<file path="config.mk">
export PLATFORM = sky130hd
export DESIGN_NAME = key_event_dispatch
export DESIGN_NICKNAME = d
export VERILOG_FILES = /design/src/rtl/key_event_dispatch.sv
export SDC_FILE = /design/constraint.sdc
export NUM_CORES = 1
export LEC_CHECK = 0
export CORE_MARGIN = 10
export CORE_UTILIZATION = 50
export DETAILED_ROUTE_END_ITERATION = 7
export PLACE_DENSITY = 0.8
export SLEW_MARGIN = 40
export SYNTH_ARGS = -nofsm -noshare
export SYNTH_HDL_FRONTEND = slang
export SYNTH_SLANG_ARGS = --single-unit
</file>
<file path="constraint.sdc">
create_clock -name Clk -period 2.4 [get_ports Clk]
set_input_delay 0.72 -clock Clk [delete_from_list [all_inputs] [get_ports Clk]]
set_output_delay 0.72 -clock Clk [all_outputs]
set_load 0.01 [all_outputs]
</file>
<file path="src/rtl/key_event_dispatch.sv">
// Key-press event extractor with a broadcast FIFO (two consumers, each served once per event)
// and an idle-frame timer that pulses seq_abort for the cheat-sequence detector.
module key_event_dispatch #(
   parameter int DEPTH          = 4,
   parameter int TIMEOUT_FRAMES = 120
) (
   input  logic                     Clk,
   input  logic                     Reset,
   input  logic                     game_frame_clk_rising_edge,
   input  logic [7:0]               keycode,
   output logic                     cheat_valid,
   input  logic                     cheat_ready,
   output logic                     move_valid,
   input  logic                     move_ready,
   output logic [7:0]               event_key,
   output logic                     seq_abort,
   output logic                     overflow,
   output logic [$clog2(DEPTH):0]   fifo_count
);

   localparam int PW = $clog2(DEPTH);
   localparam int CW = PW + 1;
   localparam int TW = $clog2(TIMEOUT_FRAMES + 1);
   localparam logic [CW-1:0] FULL_CNT = CW'(DEPTH);
   localparam logic [PW-1:0] P_ONE    = PW'(1);
   localparam logic [TW-1:0] T_MAX    = TW'(TIMEOUT_FRAMES);
   localparam logic [TW-1:0] T_ONE    = TW'(1);

   typedef enum logic {ST_ARMED, ST_EXPIRED} tstate_t;

   logic [7:0]    r_prev_key;
   logic [7:0]    r_mem [DEPTH];
   logic [PW-1:0] r_wr_ptr;
   logic [PW-1:0] r_rd_ptr;
   logic [CW-1:0] r_count;
   logic          r_cheat_done;
   logic          r_move_done;
   logic          r_overflow;
   logic [TW-1:0] r_frame_cnt;
   tstate_t       r_tstate;
   logic          r_abort;

   logic          w_press;
   logic          w_empty;
   logic          w_full;
   logic          w_cheat_hs;
   logic          w_move_hs;
   logic          w_pop;
   logic          w_push;
   tstate_t       w_nstate;
   logic [TW-1:0] w_ncnt;
   logic          w_nabort;

   assign w_press    = (keycode != 8'd0) && (keycode != r_prev_key);
   assign w_empty    = (r_count == '0);
   assign w_full     = (r_count == FULL_CNT);
   assign w_cheat_hs = cheat_valid && cheat_ready;
   assign w_move_hs  = move_valid && move_ready;
   // Pop once both consumers have the head, whether accepted earlier or right now.
   assign w_pop      = !w_empty && (r_cheat_done || w_cheat_hs) && (r_move_done || w_move_hs);
   assign w_push     = w_press && (!w_full || w_pop);

   assign cheat_valid = !w_empty && !r_cheat_done;
   assign move_valid  = !w_empty && !r_move_done;
   assign event_key   = w_empty ? '0 : r_mem[r_rd_ptr];
   assign seq_abort   = r_abort;
   assign overflow    = r_overflow;
   assign fifo_count  = r_count;

   always_ff @(posedge Clk) begin
      if (w_push) r_mem[r_wr_ptr] <= keycode;
   end

   always_ff @(posedge Clk or negedge Reset) begin
      if (!Reset) begin
         r_prev_key   <= '0;
         r_wr_ptr     <= '0;
         r_rd_ptr     <= '0;
         r_count      <= '0;
         r_cheat_done <= 1'b0;
         r_move_done  <= 1'b0;
         r_overflow   <= 1'b0;
      end else begin
         r_prev_key <= keycode;
         if (w_push) r_wr_ptr <= r_wr_ptr + P_ONE;
         if (w_pop)  r_rd_ptr <= r_rd_ptr + P_ONE;
         r_count <= r_count + CW'(w_push) - CW'(w_pop);
         if (w_press && w_full && !w_pop) r_overflow <= 1'b1;
         if (w_pop) begin
            r_cheat_done <= 1'b0;
            r_move_done  <= 1'b0;
         end else begin
            if (w_cheat_hs) r_cheat_done <= 1'b1;
            if (w_move_hs)  r_move_done  <= 1'b1;
         end
      end
   end

   always_ff @(posedge Clk or negedge Reset) begin
      if (!Reset) begin
         r_tstate    <= ST_ARMED;
         r_frame_cnt <= '0;
         r_abort     <= 1'b0;
      end else begin
         r_tstate    <= w_nstate;
         r_frame_cnt <= w_ncnt;
         r_abort     <= w_nabort;
      end
   end

   // A press wins over an expiring frame edge: counter restarts and no pulse is issued.
   always_comb begin
      w_nstate = r_tstate;
      w_ncnt   = r_frame_cnt;
      w_nabort = 1'b0;
      if (w_press) begin
         w_nstate = ST_ARMED;
         w_ncnt   = '0;
      end else begin
         unique case (r_tstate)
            ST_ARMED: begin
               if (game_frame_clk_rising_edge) begin
                  if (r_frame_cnt + T_ONE == T_MAX) begin
                     w_ncnt   = T_MAX;
                     w_nstate = ST_EXPIRED;
                     w_nabort = 1'b1;
                  end else begin
                     w_ncnt = r_frame_cnt + T_ONE;
                  end
               end
            end
            ST_EXPIRED: ;
            default: w_nstate = ST_ARMED;
         endcase
      end
   end

endmodule

</file>
# Word-level counts from Yosys, hierarchy flattened
# Memories as Yosys holds them, arrays and structs flattened.
# Cells that the tools add are included.
# word_totals
wordCells	61
reg_bits	27
inputBits	13
out_inout_bits	15
mem_bits_rw	32
n_memories	1
# op_classes
eq_ne	4
add_sub_neg	5
muxes	17
reduce_logical	24
# mem_list
name	words	word_bits	read_ports	rd_ports_with_merged_regs	write_ports	line	source
r_mem	4	8	1	0	1	32	logic [7:0] r_mem [DEPTH];
# op_table
cell	n
$mux W7	4
$mux W1	12
$logic_and A1 B1 Y1	10
$mux W8	1
$ne A8 B8 Y1	1
$reduce_bool A8 Y1	1
$add A7 B1 Y7 const B	1
$eq A7 B7 Y1 const B	1
$reduce_bool A2 Y1	3
$logic_not A1 Y1	5
$add A2 B1 Y2 const B	2
$add A3 B1 Y3	1
$eq A3 B3 Y1 const B	1
$logic_not A3 Y1	1
$logic_or A1 B1 Y1	3
$sub A3 B1 Y3	1
$ne A2 B1 Y1 const B	1
$reduce_and A2 Y1	1

# Longest topological paths before layout
# Gate-level depths: netlist of the first run.
# logic_depth
word_depth	11
mapped_depth	10
depth_no_buf	10

# Worst setup path before layout of the first run
# No wires, ideal clock.
# synth_path
kind	input to register
from	in keycode[2]
to	reg r_count[2] (netlist: fifo_count[2])
cell_stages	10
arrival_ps	2335
path_slack_ps	-64
path_cell_list	xnor2_1 > nand4_1 > o211ai_2 > ha_1 > inv_1 > ha_1 > inv_1 > fa_1 > xnor2_1 > xnor2_1
# synth_between
elab_chain_len	5
# synth_rtl
element	line	source
start, declared	10	input logic [7:0] keycode,
$ne A8 B8 Y1 or $reduce_bool A8 Y1 (tied branches)	54	assign w_press = (keycode != 8'd0) && (keycode != r_prev_key);
$logic_and A1 B1 Y1 *	54	
$logic_and A1 B1 Y1 *	61	assign w_push = w_press && (!w_full || w_pop);
$add A3 B1 Y3 *	87	r_count <= r_count + CW'(w_push) - CW'(w_pop);
$sub A3 B1 Y3 *	87	
end signal, assigned	87	
end, declared	35	logic [CW-1:0] r_count;
# Every way passes the cells marked *; elsewhere a longest branch is shown, timed or not.
# A chain may end at the register's enable or synchronous reset.

# Worst setup path after layout of the first run
# layout_path
from	reg r_rd_ptr[0]
to	out event_key[2]
# layout_between
elab_chain_len	2
# layout_rtl
element	line	source
start, declared	34	logic [PW-1:0] r_rd_ptr;
start signal, assigned	86	if (w_pop) r_rd_ptr <= r_rd_ptr + P_ONE;
$mem_v2 Z4 W8	-	
$mux W8	65	assign event_key = w_empty ? '0 : r_mem[r_rd_ptr];
end, declared	15	output logic [7:0] event_key,
# No other way between the ends.

==> flow_summary.toml, run 1 <==
[outcome]
status = "completed"

[synth]
synth_fa_ha_area_share_pct = 4.28
synthArstFlopShare_pct = 45.8
synth_area_um2 = 2510
synth_edf_count = 32
netlist_instances = 170
synth_top_family_by_area = "simple AND/OR/NAND/NOR gates"
avgSynthCellArea_um2 = 14.8
synthMuxAreaShare_pct = 8.17
ys_ff_latch = 59
synth.distinct_cells = 34
synth_compound_area_share_pct = 2.84
ys_warn_count = 0
synth-simple-area-share_pct = 11.4
synth_ff_type = "edfxtp_1"
synthXorXnorAreaFrac_pct = 6.27
ys_seq_area_share_pct = 65.1
synthesis.nets = 191

[pwr]
p_leak_nw = 1.41
p_int_mw = 2.89
cellPowerDensity_nw_per_um2 = 1200
power_frac_seq_pct = 37.4
power_mw = 4.12
p_comb_share_pct = 42.0
ir_drop_mv = 0.576
power.share.clock_pct = 20.6
p_sw_mw = 1.23
p_sw_share_pct = 29.9

[critical_path]
worstSetupPathType = "flip-flop to primary output"
r2r_end = "fifo_count[2]"
reg2regPathDepth = 11
r2r_slack_ns = 0.20
crit_required_ns = 1.68
end_kind = "primary output"
critPathMaxFanout = 5
crit_arrival_ns = 1.65
crit_path_start_kind = "flip-flop"
rr_startpoint = "fifo_count[1]"

[global_route]
grt_use_met1_pct = 13.9
gr-usage-met2_pct = 22.4
globalRouteOverflowTotal = 0
grt_pass1_wl_mm = 8.52
grt_max_degree = 28
grtUsageMet3_pct = 4.82
grt_pass1_vias = 1779
busiest_layer = "met2"
grt.total_usage_pct = 13.2
grt_antenna_before_repair = 0

[floorplanning]
coreArea_um2 = 4790
die_x_um = 90.9
num_io_pins = 28
die_area_um2 = 8260
die_h_um = 90.9
initial_utilization_pct = 52.5
row_count = 25

[clock_network]
ctsHoldBuffers = 0
cts_tree = "done"
cts_buffers = 9
clock_path_buffers = 2
clock_latency_ns = 0.33
h-tree-depth = 3
clockRootBuffer = "clkbuf_8"
path_clk_slew_ns = 0.06
cts_sinks = 59

[finish]
stdcell_area_um2 = 3420
register_area_um2 = 1640
area_delta_synth_final_pct = 36.2
fin_util_pct = 71.5
layout_common_cells = "35 x buf_4, 32 x edfxtp_1, 27 x dfrtp_1"
n_fill_cell = 298
post_route_cells_drive_above_1_share_pct = 40.7
antennaDiodeCount = 0
finalNetCount = 262
multi_input_area_um2 = 980
layout_commonest_cell = "buf_4"

[timing]
setup_viol = 0
rsz0062_at_grt = "yes"
tightest_slew_ns = 0.405
fmax_mhz = 421
finalHoldViolCount = 0
min_period_over_period_pct = 98.9
skew_ns = 0.00774
period_minus_slack_ns = 2.37
finalMaxSlewViolations = 0
relSlewSlack_pct = 73.0

[placement]
io_buffers = 27
post_dp_cell_area_um2 = 3010
hpwl_mm = 3.33
gp_congestion = 0.767

[min_path]
hp-start = "overflow"
hold_path_depth = 1
hold_class = "flip-flop to flip-flop"
min_to = "overflow"

[flow_run]
max-cap-violations = 0

[route]
drt_wl_total_mm = 5.11
wl_per_cell_um = 16.3
drc = 0
ant_nets = 0
via_count = 1595
firstDrtPassIters = 4
drtIter0Drc = 88
viasPerCell = 5.10
-- logic make-up (layout without fill, tap and decap cells) --
group | count (synthesis) | in the layout
xor gates and xnor gates | 18 | 18
adders and majority gates | 8 | 8
buffers and inverters | 10 | 86
DFF | 59 | 59
muxes | 10 | 10
AOI/OAI and AO/OA | 10 | 10
and+or+nand+nor | 55 | 55
-- cell type report --
cell class                      count  area share [%]
Inverter                            6           0.658
Clock inverter                      3            1.13
Timing Repair Buffer               64            15.0
Sequential cell                    59            47.8
Tap cell                           67            2.45
Clock buffer                       13            4.35
Multi-Input combinational cell    101            28.6
-- power groups by stage --
stage	Combinational (mW)	Clock, mW	Sequential [mW]
finish	1.73	0.848	1.54
global route	1.88	0.920	1.57
CTS	1.69	0.865	1.54
detailed placement	1.53	0	1.55
global placement	1.47	0	1.54
floorplan	0.815	0	1.54
-- layer usage --
layer  wire length (um)  up-vias
met5                  0        -
met4                131        0
met3                183       11
met2               2670       33
met1               2130      796
li1                   -      755
-- cells in the mapped netlist (all sizes together) (2+ instances only) --
cell	instances	area share, %
edfxtp	32	38
dfrtp	27	27
nor2	21	3.1
xnor2	16	5.6
and2	8	2.0
mux4	8	7.2
ha	7	3.5
inv	6	0.90
nand2	5	0.75
a21oi	4	0.80
and3	4	1.1
nand3	4	0.80
nand2b	3	0.75
nand4	3	0.75
buf	2	0.75
clkbuf	2	0.30
nor4	2	0.50
xor2	2	0.70
-- worst max-delay path by stage --
stage | startpoint | endpoint | slack [ns]
after CTS | r_rd_ptr[0] | event_key[6] | -0.04
final | r_rd_ptr[0] | event_key[2] | 0.03
after floorplan | keycode[7] | fifo_count[2] | -0.02
after global placement | keycode[3] | fifo_count[2] | -0.65
after global routing | r_rd_ptr[0] | event_key[2] | -0.05
after detailed placement | keycode[3] | fifo_count[2] | -0.75
-- critical path, cell delays in order (launching register included) --
cell and delay [ns]:
dfrtp_1 0.38, buf_6 0.15, mux4_2 0.51, and2_4 0.18, buf_6 0.11
-- what timing repair did --
action                                  4_1_cts  5_1_grt
endpoints found under the setup margin       12       45
gates cloned                                  1        0
buffers inserted                             15        3
pin swaps                                    15       10
hold endpoints to repair                      0        0
resized for setup                            80       30
-- sequential cells by signal, indices dropped and copies added, names as in the netlist --
signal	cells
seq_abort	1
r_cheat_done	1
r_mem	32
fifo_count	3
r_rd_ptr	2
r_tstate	1
r_frame_cnt	7
r_move_done	1
r_wr_ptr	2
overflow	1
r_prev_key	8
-- metrics by stage --
step	hold WS [ns]	setup WS, ns	TNS (ns)	instances
6_report	0.463	0.0258	0	313
5_1_grt	0.531	-0.0542	-0.192	313
4_1_cts	0.469	-0.0380	-0.206	312
3_5_place_dp	0.454	-0.747	-9.68	280
3_3_place_gp	0.455	-0.650	-8.27	280
2_1_floorplan	0.424	-0.0206	-0.0206	170
Power figures use the tool's default switching activity.
==> inputs of run 2 (changes only) <==
--- a/config.mk
+++ b/config.mk
@@ -9,4 +9,6 @@
 export CORE_UTILIZATION = 50
+export CTS_CLUSTER_SIZE = 16
 export DETAILED_ROUTE_END_ITERATION = 7
 export PLACE_DENSITY = 0.8
+export REMOVE_ABC_BUFFERS = 1
 export SLEW_MARGIN = 40
==> constraint.sdc (replaced) <==
create_clock -name Clk -period 2.4 [get_ports Clk]
set_input_delay 0.24 -clock Clk [delete_from_list [all_inputs] [get_ports Clk]]
set_output_delay 0.24 -clock Clk [all_outputs]
set_load 0.01 [all_outputs]
==> run 2 against run 1 <==
Effect of this change:
- combinational power fell by 20%
- design area decreased by 7.4%
- utilization decreased by 5.3 points
- die area did not move
- register-to-register slack about the same
- cell count shrank 6.1%
- via count is 8.8% lower
- highest routed layer unchanged
- sequential cell count unchanged
- sequential share of layout area increased by 3.9 points
- power shrank 9.2%
==> flow_summary.toml, run 2 (synthesis results as in run 1) <==
[outcome]
status = "completed"

[critical_path]
rr_startpoint = "r_cheat_done"
end_kind = "primary output"
crit_required_ns = 2.16
crit_path_start_kind = "flip-flop"
crit_arrival_ns = 2.08
reg2regPathDepth = 10
r2r_slack_ns = 0.21
r2r_end = "fifo_count[2]"
worstSetupPathType = "flip-flop to primary output"
critPathMaxFanout = 10

[timing]
relSlewSlack_pct = 72.4
setup_viol = 0
fmax_mhz = 431
tightest_slew_ns = 0.415
finalHoldViolCount = 0
layout_setup_ws_ns = 0.0810
finalMaxSlewViolations = 0
min_period_over_period_pct = 96.6
period_minus_slack_ns = 2.32
skew_ns = 0.00911

[finish]
layout_common_cells = "32 x edfxtp_1, 26 x dfrtp_1, 23 x clkdlybuf4s50_1"
register_area_um2 = 1640
area_delta_synth_final_pct = 26.1
finalNetCount = 243
fin_util_pct = 66.2
antennaDiodeCount = 0
max_flop_register = "r_mem"
reg_top3 = "r_mem x32, r_prev_key x8, r_frame_cnt x7"
multi_input_area_um2 = 840
n_fill_cell = 346
layout_commonest_cell = "edfxtp_1"
post_route_cells_drive_above_1_share_pct = 19.8
stdcell_count = 294
largest_reg_flops = 32

[clock_network]
clockRootBuffer = "clkbuf_8"
h-tree-depth = 3
cts_buffers = 9
clock_path_buffers = 2
cts_sinks = 59
cts_tree = "done"
path_clk_slew_ns = 0.06
clock_latency_ns = 0.33

[global_route]
globalRouteOverflowTotal = 0
grt.total_usage_pct = 11.7
grt_pass1_wl_mm = 7.43
grt_antenna_before_repair = 0
grt_pass1_vias = 1493
grt_max_degree = 28

[pwr]
power_mw = 3.74
ir_drop_mv = 0.453
cellPowerDensity_nw_per_um2 = 1180
p_leak_nw = 1.25

[min_path]
hold_path_depth = 1
hp-start = "keycode[0]"
hold_class = "input pin to flip-flop"
min_to = "r_prev_key[0]"

[floorplanning]
num_io_pins = 28
die_h_um = 90.9
initial_utilization_pct = 52.5
row_count = 25
die_area_um2 = 8260
coreArea_um2 = 4790
die_x_um = 90.9

[route]
via_count = 1455
viasPerCell = 4.95
drtIter0Drc = 32
wl_per_cell_um = 15.5
ant_nets = 0
firstDrtPassIters = 5
drt_wl_total_mm = 4.56
drc = 0

[placement]
gp_congestion = 0.750
dpl.cell_count = 277
post-place-ws_ns = -0.280
io_buffers = 27
hpwl_mm = 3.14

[flow_run]
max-cap-violations = 0
## run 2: changes by cell type in the layout (fill, tap and decap cells not counted), sizes merged
cell	change
buf	-33
clkdlybuf4s50	+16
clkbuf	+1
dlymetal6s2s	+2
clkinv	-2
bufinv	-1
dlygate4sd2	-2
## run 2: layer usage
layer	track usage [%]	share of wire, %	up-vias
met5	0	0	-
met4	7.44	1.8	0
met3	4.24	4.8	8
met2	18.8	50	29
met1	12.9	43	705
li1	-	-	713
## run 2: repair_timing
action                     4_1_cts  5_1_grt
hold buffers                     0        0
resized for setup                0        7
buffers inserted                 0        1
setup endpoints to repair        0        1
## run 2: worst max path at each step
| stage | start | cells past startpoint | to | slack (ns) |
|---|---|---|---|---|
| floorplan | r_cheat_done | 10 | fifo_count[2] | 0.26 |
| global placement | keycode[5] | 11 | fifo_count[2] | -0.19 |
| detailed placement | keycode[5] | 11 | fifo_count[2] | -0.28 |
| CTS | keycode[5] | 11 | fifo_count[2] | 0.05 |
| global route | keycode[1] | 11 | fifo_count[2] | -0.01 |
| finish | r_rd_ptr[0] | 4 | event_key[1] | 0.08 |
## run 2: report_power, final
part	leakage [nW]	internal, mW	total, mW	switching (mW)
clock network	0.0850	0.434	0.782	0.348
registers	0.634	1.40	1.57	0.166
logic	0.535	0.789	1.39	0.598
total	1.25	2.63	3.74	1.11
## run 2: area by class of cell
cell class	count	share of cell area, %
multi-input combinational	101	26.5
tap	67	2.65
inverter	6	0.711
timing repair buffer	45	13.1
clock buffer	16	5.37
sequential	59	51.7
## run 2: critical path, stage by stage, from the launching register on
cell and delay [ns]:
dfrtp_1 0.34, buf_4 0.23, mux4_2 0.54, and2_1 0.17, clkdlybuf4s50_1 0.47
## run 2: through the flow
| stage | setup TNS (ns) | hold WS [ns] | area [um^2] |
|---|---|---|---|
| finish | 0 | 0.191 | 3170 |
| floorplan | 0 | -0.0556 | 2490 |
| CTS | 0 | 0.283 | 3140 |
| detailed placement | -0.394 | 0.463 | 2970 |
| global placement | -0.236 | 0.455 | 2970 |
| global route | -0.0109 | 0.184 | 3170 |
==> inputs of run 3 (changes only) <==
--- a/config.mk
+++ b/config.mk
@@ -8,6 +8,6 @@
 export CORE_MARGIN = 10
-export CORE_UTILIZATION = 50
+export CORE_UTILIZATION = 55
 export CTS_CLUSTER_SIZE = 16
 export DETAILED_ROUTE_END_ITERATION = 7
-export PLACE_DENSITY = 0.8
+export PLACE_DENSITY = 0.86
 export REMOVE_ABC_BUFFERS = 1
--- a/constraint.sdc
+++ b/constraint.sdc
@@ -3,2 +3,2 @@
 set_output_delay 0.24 -clock Clk [all_outputs]
-set_load 0.01 [all_outputs]
+set_load 0.1 [all_outputs]
==> run 3 against run 2 <==
Effect of this change:
- sequential share of layout area is 0.58 points lower
- via count is 6.8% higher
- hold slack better by 0.016 ns
- largest cell class unchanged
- count of clock-buffer cells in the layout is 1 lower
- die area is 7.1% lower
- setup slack worse by 0.038 ns
- sequential cell count stayed put
- register-to-register slack worse by 0.11 ns
==> flow_summary.toml, run 3 (synthesis results as in run 1) <==
[flow_run]
max-cap-violations = 0

[finish]
antennaDiodeCount = 0
post_route_cells_drive_above_1_share_pct = 25.4
multi_input_area_um2 = 841
largest_reg_flops = 32
finalNetCount = 244
max_flop_register = "r_mem"
reg_top3 = "r_mem x32, r_prev_key x8, r_frame_cnt x7"
layout_common_cells = "32 x edfxtp_1, 27 x dfrtp_1, 26 x buf_4"
stdcell_count = 280
area_delta_synth_final_pct = 27.5
n_fill_cell = 284
layout_commonest_cell = "edfxtp_1"
fin_util_pct = 73.1
register_area_um2 = 1640

[critical_path]
crit_path_start_kind = "input pin"
slowest_stage = "clkdlybuf4s50_1"
crit_arrival_ns = 2.55
critPathMaxFanout = 3
slowest_delay_ns = 0.56
end_kind = "flip-flop"
crit_chain = "clkdlybuf4s50_1, xnor2_1, nand4_1, o211ai_2, ha_1, inv_1, ha_1, inv_1, fa_1, xnor2_2, xnor2_1"
crit_required_ns = 2.60
worstSetupPathType = "input pin to flip-flop"

[placement]
dpl.cell_count = 262
io_buffers = 27
hpwl_mm = 3.90
gp_congestion = 0.849

[clock_network]
clock_latency_ns = 0.33
h-tree-depth = 3
clock_path_buffers = 2
path_clk_slew_ns = 0.06
clockRootBuffer = "clkbuf_8"
cts_tree = "done"
cts_sinks = 59
cts_buffers = 9

[floorplanning]
die_area_um2 = 7670
coreArea_um2 = 4380
die_h_um = 87.6
initial_utilization_pct = 57.3
die_x_um = 87.6
row_count = 24
num_io_pins = 28

[route]
drt_wl_total_mm = 5.37
via_count = 1554
wl_per_cell_um = 19.2
firstDrtPassIters = 4
ant_nets = 0
drc = 0
viasPerCell = 5.55
drtIter0Drc = 98

[global_route]
grt_pass1_vias = 1731
grt_max_degree = 28
globalRouteOverflowTotal = 0
grt.total_usage_pct = 14.6
grt_pass1_wl_mm = 8.45
grt_antenna_before_repair = 0

[timing]
finalHoldViolCount = 0
min_period_over_period_pct = 98.2
relSlewSlack_pct = 69.2
fmax_mhz = 424
finalMaxSlewViolations = 0
setup_viol = 0
fin_setup_tns_ns = 0
skew_ns = 0.00978
period_minus_slack_ns = 2.36
tightest_slew_ns = 0.462

[outcome]
status = "completed"

[min_path]
hold_class = "input pin to flip-flop"
[run 3: cell count changes in the layout (fill, tap and decap cells not counted), moves of 2 or more]
| cell | before | now |
|---|---|---|
| clkdlybuf4s50_1 | 23 | 7 |
| buf_12 | 0 | 8 |
| clkbuf_8 | 11 | 9 |
| buf_4 | 18 | 26 |
[run 3: final cells by class]
type | instances | share of cell area, %
clock inverter | 1 | 0.117
inverter | 6 | 0.703
clock buffer | 15 | 4.57
sequential | 59 | 51.1
tap | 52 | 2.03
multi-input combinational | 101 | 26.3
timing repair buffer | 46 | 15.2
[run 3: metal layers]
| metal | up-vias | GRT usage, % | wire (um) |
|---|---|---|---|
| li1 | 716 | - | - |
| met1 | 792 | 14.3 | 2050 |
| met2 | 38 | 27.1 | 3010 |
| met3 | 8 | 4.46 | 245 |
| met4 | 0 | 7.10 | 55 |
| met5 | - | 0 | 0 |
[run 3: timing repair]
action | in CTS | in global routing
setup buffers | 0 | 2
hold buffers | 0 | 0
resized for setup | 0 | 7
setup endpoints to repair | 0 | 1
[run 3: worst max-delay path, delay by kind of cell]
family                     cells  cell delay [ns]
xor gates and xnor gates       3             0.44
and+or+nand+nor                1             0.16
adders and majority gates      3             0.81
buffers and inverters          3             0.68
AOI/OAI and AO/OA              1             0.23
[run 3: path summary, 6_finish.rpt]
check | start | endpoint | slack (ns) | cells past startpoint
setup / recovery | keycode[7] | fifo_count[2] | 0.04 | 11
hold / removal | keycode[0] | r_prev_key[0] | 0.21 | 1
setup reg to reg | fifo_count[1] | fifo_count[2] | 0.10 | 10
hold reg to reg | overflow | overflow | 0.49 | 1
max in group asynchronous | Reset | fifo_count[0] | 1.83 | 2
min in group asynchronous | Reset | r_frame_cnt[6] | 0.29 | 2
[run 3: through the flow]
stage	hold WS [ns]	area, um^2	setup WS [ns]
4_1_cts	0.286	3160	0.00377
3_3_place_gp	0.456	3010	-0.146
5_1_grt	0.208	3200	-0.0126
3_5_place_dp	0.481	3010	-0.272
2_1_floorplan	-0.0556	2490	-0.442
6_report	0.207	3200	0.0433
Power of run 3 is not shown: default switching activity piles up to over one toggle a cycle in this logic, so the estimate is an artifact.
